## src/rtl/zigzag_dequant_assembler.sv

```systemverilog
`default_nettype none
// ============================================================================
// Module      : zigzag_dequant_assembler
// Description : Accepts zigzag-ordered entropy-decoded coefficients, multiplies
//               each by a loadable quant table entry, saturates to OUT_W bits
//               and scatters it to its row-major lane. A completed 8x8 block
//               is presented on data_out with a single-cycle m_valid pulse.
//               Optional feature macro: DC_PRED_EN (DC difference decoding
//               with a running predictor, cleared by dc_clear).
// Revision    : 1.0 - initial release
// ============================================================================
module zigzag_dequant_assembler #(
  parameter int COEF_W = 11,
  parameter int Q_W    = 8,
  parameter int OUT_W  = 8
) (
  input  logic                  clk,
  input  logic                  rst,
  input  logic                  coef_valid,
  output logic                  coef_ready,
  input  logic [COEF_W-1:0]     coef_data,
  input  logic                  coef_last,
  input  logic                  qt_we,
  input  logic [5:0]            qt_addr,
  input  logic [Q_W-1:0]        qt_data,
  input  logic                  dc_clear,
  output logic [64*OUT_W-1:0]   data_out,
  output logic                  m_valid
);

  localparam int PROD_W = COEF_W + Q_W + 1;

  localparam logic [0:0] c_FILL = 1'b0;
  localparam logic [0:0] c_EMIT = 1'b1;

  localparam logic signed [PROD_W-1:0] c_SAT_MAX = PROD_W'((1 << (OUT_W-1)) - 1);
  localparam logic signed [PROD_W-1:0] c_SAT_MIN = -c_SAT_MAX - PROD_W'(1);

  // JPEG zigzag index -> natural (row-major) index
  localparam logic [5:0] c_ZZ2NAT [64] = '{
     0,  1,  8, 16,  9,  2,  3, 10, 17, 24, 32, 25, 18, 11,  4,  5,
    12, 19, 26, 33, 40, 48, 41, 34, 27, 20, 13,  6,  7, 14, 21, 28,
    35, 42, 49, 56, 57, 50, 43, 36, 29, 22, 15, 23, 30, 37, 44, 51,
    58, 59, 52, 45, 38, 31, 39, 46, 53, 60, 61, 54, 47, 55, 62, 63
  };

  logic [0:0]                r_state;
  logic [0:0]                w_next_state;
  logic [5:0]                r_zz;
  logic [Q_W-1:0]            r_qt [64];
  logic [64*OUT_W-1:0]       r_buf;
  logic [64*OUT_W-1:0]       r_data_out;
  logic [64*OUT_W-1:0]       w_buf_next;
  logic                      w_accept;
  logic                      w_final;
  logic [COEF_W-1:0]         w_coef;
  logic signed [PROD_W-1:0]  w_prod;
  logic [OUT_W-1:0]          w_sat;
  logic [5:0]                w_nat;

  assign w_accept = coef_valid && coef_ready;
  assign w_final  = w_accept && ((r_zz == 6'd63) || coef_last);
  assign w_nat    = c_ZZ2NAT[r_zz];
  assign data_out = r_data_out;

`ifdef DC_PRED_EN
  logic [COEF_W-1:0] r_pred;
  logic [COEF_W-1:0] w_dc_base;
  logic [COEF_W:0]   w_dc_sum;
  logic [COEF_W-1:0] w_dc;

  // DC reconstruction: predictor (or zero when clearing) plus difference, clamped to COEF_W
  always_comb begin
    w_dc_base = dc_clear ? '0 : r_pred;
    w_dc_sum  = {w_dc_base[COEF_W-1], w_dc_base} + {coef_data[COEF_W-1], coef_data};
    if (w_dc_sum[COEF_W] != w_dc_sum[COEF_W-1])
      w_dc = w_dc_sum[COEF_W] ? {1'b1, {(COEF_W-1){1'b0}}} : {1'b0, {(COEF_W-1){1'b1}}};
    else
      w_dc = w_dc_sum[COEF_W-1:0];
    w_coef = (r_zz == 6'd0) ? w_dc : coef_data;
  end

  // Predictor follows each decoded DC; restart markers zero it
  always_ff @(posedge clk or posedge rst) begin
    if (rst)
      r_pred <= '0;
    else if (w_accept && (r_zz == 6'd0))
      r_pred <= w_dc;
    else if (dc_clear)
      r_pred <= '0;
  end
`else
  logic w_unused;
  assign w_unused = dc_clear;
  assign w_coef   = coef_data;
`endif

  // Dequantise (quant entry is unsigned) and saturate into one signed lane
  always_comb begin
    w_prod = $signed({{(Q_W+1){w_coef[COEF_W-1]}}, w_coef}) *
             $signed({{(COEF_W+1){1'b0}}, r_qt[r_zz]});
    if (w_prod > c_SAT_MAX)
      w_sat = c_SAT_MAX[OUT_W-1:0];
    else if (w_prod < c_SAT_MIN)
      w_sat = c_SAT_MIN[OUT_W-1:0];
    else
      w_sat = w_prod[OUT_W-1:0];
  end

  // Assembly buffer with the current coefficient scattered into its lane
  always_comb begin
    w_buf_next = r_buf;
    w_buf_next[int'(w_nat)*OUT_W +: OUT_W] = w_sat;
  end

  // State register
  always_ff @(posedge clk or posedge rst) begin
    if (rst)
      r_state <= c_FILL;
    else
      r_state <= w_next_state;
  end

  // Next-state: leave FILL on the block's final accept, EMIT lasts one cycle
  always_comb begin
    w_next_state = r_state;
    case (r_state)
      c_FILL:  if (w_final) w_next_state = c_EMIT;
      c_EMIT:  w_next_state = c_FILL;
      default: w_next_state = c_FILL;
    endcase
  end

  // Outputs: ready while filling, pulse while emitting
  always_comb begin
    coef_ready = (r_state == c_FILL);
    m_valid    = (r_state == c_EMIT);
  end

  // Datapath: quant table, index counter, buffer and output capture.
  // The finished block is captured on the final accept edge so data_out is
  // valid throughout EMIT; the buffer is cleared on that same edge.
  always_ff @(posedge clk or posedge rst) begin
    if (rst) begin
      r_zz       <= '0;
      r_buf      <= '0;
      r_data_out <= '0;
      for (int i = 0; i < 64; i++) r_qt[i] <= Q_W'(1);
    end else begin
      if (qt_we) r_qt[qt_addr] <= qt_data;
      if (w_final) begin
        r_data_out <= w_buf_next;
        r_buf      <= '0;
        r_zz       <= '0;
      end else if (w_accept) begin
        r_buf <= w_buf_next;
        r_zz  <= r_zz + 6'd1;
      end
    end
  end

endmodule
`default_nettype wire

```

## config.mk

```make
export PLATFORM = sky130hd
export DESIGN_NAME = zigzag_dequant_assembler
export DESIGN_NICKNAME = d
export VERILOG_FILES = /design/src/rtl/zigzag_dequant_assembler.sv
export SDC_FILE = /design/constraint.sdc
export NUM_CORES = 2
export LEC_CHECK = 0
export CELL_PAD_IN_SITES_DETAIL_PLACEMENT = 2
export CELL_PAD_IN_SITES_GLOBAL_PLACEMENT = 2
export CORE_MARGIN = 2
export CORE_UTILIZATION = 40
export DETAILED_ROUTE_END_ITERATION = 12
export PLACE_DENSITY = 0.89
export SYNTH_ARGS = -nofsm -noshare
export SYNTH_HDL_FRONTEND = slang
export SYNTH_SLANG_ARGS = --single-unit
```

## constraint.sdc

```tcl
create_clock -name clk -period 89.2 [get_ports clk]
set_input_delay 8.92 -clock clk [delete_from_list [all_inputs] [get_ports clk]]
set_output_delay 8.92 -clock clk [all_outputs]
set_load 0.1 [all_outputs]
```

* Word-level counts from Yosys, hierarchy flattened *
Memories as Yosys holds them, arrays and structs flattened.
Cells that the tools add are included.

word-level totals
  output and inout port bits = 514
  memory bits (read-only) = 384
  input port bits = 31
  register bits after elaboration = 1,543
  memories = 1

memory list
  name             depth  bits a word  rd ports  clocked after memory_dff  wr ports  RTL line  RTL
  (no name shown)  64     6            1         0                         0         63        assign w_nat = c_ZZ2NAT[r_zz];

operators by class
  reductions and logical operators = 5
  equality and inequality tests = 1
  bitwise gates (word level) = 3
  $lt $le $gt $ge = 5
  $add $sub $neg = 2
  $mul = 1
  muxes and demuxes = 17
  shift-type cells = 2

operator list
  operator                                                                          number
  512-bit bitwise mux                                                               2
  512-bit two-way mux                                                               2
  8-bit by 33-bit variable shift with 512-bit output, first input constant          1
  8-bit by 33-bit indexed part select with 512-bit output                           1
  8-bit binary-select mux with 6-bit select                                         1
  8-bit demux with 6-bit select                                                     1
  8-bit two-way mux                                                                 5
  9-bit negator with 33-bit output                                                  1
  6-bit two-way mux                                                                 4
  20-bit by 8-bit greater-than comparator with 1-bit output, second input constant  1
  20-bit by 8-bit < comparator with 1-bit output, second input constant             1
  11-bit by 9-bit multiplier with 20-bit output                                     1
  7-bit greater-or-equal comparator, second input constant                          2
  6-bit NOT with 7-bit output                                                       2
  7-bit by 1-bit < comparator with 1-bit output, second input constant              1
  6-bit by 1-bit adder with 6-bit output, second input constant                     1
  6-bit equality test, second input constant                                        1
  1-bit logical AND                                                                 3
  1-bit case mux with 2 select lines                                                1
  2-bit nonzero test                                                                1
  1-bit logical OR                                                                  1
  1-bit two-way mux                                                                 1
  1-bit NOT                                                                         1

* Longest topological paths before layout *
  depth in word-level cells = 12
  mapped depth = 33
  depth with buffers taken out = 23

* Worst setup path before layout *
OpenSTA, ideal clock, no wires.

  kind = input port to flip-flop
  from = in coef_data[10]
  to = reg r_data_out[126], in the netlist data_out[126]
  arrival = 14,138 ps
  buffers on the path = 3
  setup slack = 74,925 ps
  required time = 89,063 ps
  cell stages on the path = 21
  setup time = 137 ps
  cell sequence = nand2_1 -> fa_1 -> fa_1 -> inv_1 -> fa_1 -> inv_1 -> fa_1 -> inv_1 -> ha_1 -> clkbuf_1 -> nand3_1 -> a211o_1 -> o211ai_1 -> nand2b_1 -> o311ai_0 -> nor4_2 -> nor2_1 -> buf_2 -> nor2_1 -> clkbuf_1 -> o211ai_1

on the way
  word-level cells in the longest chain between the ends = 6
  elaborated cells between the ends (all ways) = 7
  classes of those cells = 1 x mul; 2 x order compare; 1 x shift; 3 x mux

RTL lines
  what                                                       RTL line  RTL
  from (decl)                                                21        input logic [COEF_W-1:0] coef_data,
  11-bit by 9-bit multiplier with 20-bit output *            100       w_prod = $signed({{(Q_W+1){w_coef[COEF_W-1]}}, w_coef}) *
  20-bit by 8-bit < comparator with 1-bit output             104       else if (w_prod < c_SAT_MIN)
  8-bit two-way mux                                          104
  8-bit two-way mux *                                        102       if (w_prod > c_SAT_MAX)
  8-bit by 33-bit indexed part select with 512-bit output *  113       w_buf_next[int'(w_nat)*OUT_W +: OUT_W] = w_sat;
  512-bit bitwise mux *                                      113
  to (signal assigned)                                       152       r_data_out <= w_buf_next;
  to (decl)                                                  52        logic [64*OUT_W-1:0] r_data_out;

Every way passes the cells marked *; elsewhere a longest branch is shown, timed or not.
A chain may end at the register's enable or synchronous reset.

* Final worst setup path *
  from = in coef_data[10]
  to = reg r_data_out[176], in the netlist data_out[176]

Same word-level chain as after synthesis.

==> results.json <==
{
  "final_cell_mix": "dfrtp_1, nand2_1, mux2_2",
  "ys_seq_elements": 1543,
  "post_cts_buffers": 0,
  "fmax_mhz": 57.3,
  "finalInstanceArea_um2": 84400,
  "row_count": 154,
  "syn_nets": 6163,
  "grt_pass1_wl_mm": 543,
  "dp_hpwl_mm": 213,
  "setup_viol": 0,
  "place_area_um2": 78400,
  "cts_sinks": 1543,
  "fin_crit_sh": 0.196,
  "cp_max_fo": 47,
  "synthToLayoutAreaGrowth_pct": 19.4,
  "drc": 0,
  "yosysSeqAreaShare": 0.547,
  "synth_edf_count": 0,
  "max_stage_delay_ns": 0.88,
  "synthesis.area_um2": 70700,
  "wl_mm": 402,
  "grt_overflow_total": 0,
  "fin_crit_ns": 17.44,
  "setup_ws_ns": 71.76,
  "start_util": 0.402,
  "dr.pass1.iters": 6,
  "grt_usage": 0.420,
  "relSlewSlack": -0.126,
  "crit_required_ns": 89.89,
  "clk_path_buf_depth": 3,
  "p_leak_nw": 36.3,
  "synth_top_cell_area_share": 0.524,
  "post_cts_resize_count": 0,
  "drv_cap": 13,
  "path_delay_family": "adder cells",
  "power_mw": 3.14,
  "cp.arrival_ns": 18.13,
  "fin_nets": 6542,
  "worstSetupPathType": "primary input to flip-flop",
  "start_kind": "primary input",
  "yosysWarnings": 0,
  "clk_latency_ns": 0.91,
  "endpoint_kind": "flip-flop",
  "clk_pin_slew_worst_paths_ns": 0.07,
  "mostFrequentLayoutCell": "dfrtp_1",
  "syn_area_per_cell_um2": 11.8,
  "synth_cell_types": 94,
  "ctsHoldBuffers": 0,
  "synth_area_leaders": "dfrtp_1, mux2_2, mux4_2, nand2_1, o211ai_1",
  "ys_async_sr_fraction": 1.00,
  "synth_top_cell_by_area": "dfrtp_1",
  "grt_max_degree": 245,
  "post_drt_via_cell_ratio": 7.27,
  "placed_cells": 8552,
  "root_buffer": "clkbuf_16",
  "finalNonFillerCells": 8908,
  "fillers": 16650,
  "cts_tree": "built",
  "dieArea_um2": 180000,
  "critPathSlowestCell": "o211ai_1",
  "crit_top_cell": "fa_1",
  "critPathBufInv": 6,
  "core_area_um2": 176000,
  "setup-tns-final_ns": 0,
  "min_path_type": "flip-flop to flip-flop",
  "worstMarginPinSlew_ns": 1.68,
  "hold_viol": 0,
  "vdd_drop_max_uv": 143,
  "htreeDepth": 4,
  "place_worst_setup_slack_ns": 71.64,
  "worstPathCellList": "clkdlybuf4s50_1, nand2_1, fa_1, inv_1, fa_1, fa_1, inv_1, fa_1, inv_1, ha_1, a21oi_1, o21ai_0, a21o_1, xnor2_1, nor4_1, nand4_1, nand2_1, buf_4, nand2_4, buf_4, o211ai_1",
  "route.vias.total": 64783,
  "maxSlewViolCount": 155,
  "drive_gt1_frac": 0.199,
  "ant_nets": 0,
  "num_io_pins": 545,
  "power_density_nw_per_um2": 37.2,
  "drt_iter0_markers": 9377,
  "rsz0062_at_grt": "false",
  "status": "finished, violations left",
  "synth_top_flop_cell": "dfrtp_1",
  "antenna_found_initial": 43,
  "violations": "max-capacitance violations, max-slew violations",
  "die_w_um": 424,
  "synth_cells": 6005,
  "die_h_um": 424,
  "numCtsBuffers": 169,
  "port_buffers": 543,
  "grt_pass1_vias": 68467,
  "post_drt_wl_per_cell_um": 45.2,
  "fin_skew_ns": 0.0912,
  "gp_congestion": 0.890
}
-- layer usage --
metal,share of wire,global-route usage,wire (µm),vias to the layer above
met1,0.33,0.468,132000,33657
li1,-,-,-,22859
met5,0.00062,0,251,-
met2,0.45,0.648,181000,5873
met3,0.11,0.139,45300,2358
met4,0.11,0.362,43800,36
-- worst paths after layout --
| check | startpoint | endpoint | slack [ns] | cells after the start |
|---|---|---|---|---|
| max | coef_data[10] | data_out[176] | 71.76 | 21 |
| min | data_out[383] | data_out[383] | 0.49 | 2 |
| max reg2reg | r_zz[0] | data_out[176] | 76.06 | 26 |
| min reg2reg | data_out[383] | data_out[383] | 0.49 | 2 |
| max in group asynchronous | rst | data_out[166] | 75.57 | 7 |
| min in group asynchronous | rst | data_out[307] | 8.60 | 2 |
-- layout make-up --
| type | count | area (µm²) | area share |
|---|---|---|---|
| clock buffer | 260 | 5040 | 0.0598 |
| timing repair buffer | 664 | 6230 | 0.0738 |
| clock inverter | 57 | 845 | 0.0100 |
| antenna | 38 | 95.1 | 0.00113 |
| multi-input combinational | 3884 | 30100 | 0.356 |
| sequential | 1543 | 38700 | 0.459 |
| inverter | 122 | 473 | 0.00561 |
| tap | 2340 | 2930 | 0.0347 |
-- through the flow --
step | hold slack (ns) | util
6_report | 0.488 | 0.480
2_1_floorplan | 0.442 | -
3_5_place_dp | 0.466 | 0.446
4_1_cts | 0.493 | 0.479
3_3_place_gp | 0.455 | 0.446
5_1_grt | 0.502 | 0.479
-- worst register-to-register path: stages, from the launching register on --
cell and delay [ns]:
dfrtp_4 0.93, buf_4 0.78, buf_4 0.78, mux4_2 0.48, a211oi_1 0.15, nor4_1 0.46, a2bb2oi_2 0.76, nand2_1 0.38
fa_1 0.64, inv_1 0.09, fa_1 0.53, fa_1 0.58, inv_1 0.07, fa_1 0.49, inv_1 0.05, ha_1 0.65
a21oi_1 0.27, o21ai_0 0.51, a21o_1 0.21, xnor2_1 0.13, nor4_1 0.43, nand4_1 0.82, nand2_1 0.31, buf_4 0.49
nand2_4 0.48, buf_4 0.57, o211ai_1 0.92
-- report_power, final --
group / internal (mW) / switching (mW)
Combinational: 0.255 / 1.31
Sequential: 0.743 / 0.0409
Clock: 0.433 / 0.355
Total: 1.43 / 1.71
-- cell usage after synthesis, drive strengths merged, types with 21 or more instances --
cell and number:
a21oi 102, a221o 37, a22o 198, a2bb2oi 34
a32o 98, and2 68, and3 55, buf 124
clkbuf 332, dfrtp 1479, dfstp 64, fa 72
ha 55, inv 121, mux2 518, mux2i 31
mux4 164, nand2 806, nand3 297, nand4 21
nor2 152, nor3 62, nor4 27, o211ai 277
o21ai 418, o22ai 125, o2bb2ai 77
-- cell families (layout without fill, tap and decap cells) --
| group | count (synthesis) | in the layout | share of synthesized area |
|---|---|---|---|
| simple gates | 1564 | 1564 | 0.102 |
| flops | 1543 | 1543 | 0.547 |
| mux | 713 | 713 | 0.139 |
| other cells | 0 | 38 | 0 |
| compound gates | 1468 | 1468 | 0.147 |
| xor+xnor | 12 | 12 | 0.00159 |
| buf+inv | 578 | 1103 | 0.0327 |
| fa+ha+maj | 127 | 127 | 0.0301 |
-- registers in the layout (all words and copies together) (netlist names) --
register and cells:
data_out 512, r_buf 512, r_qt 512, r_zz 6, m_valid 1
Power figures use the tool's default switching activity.
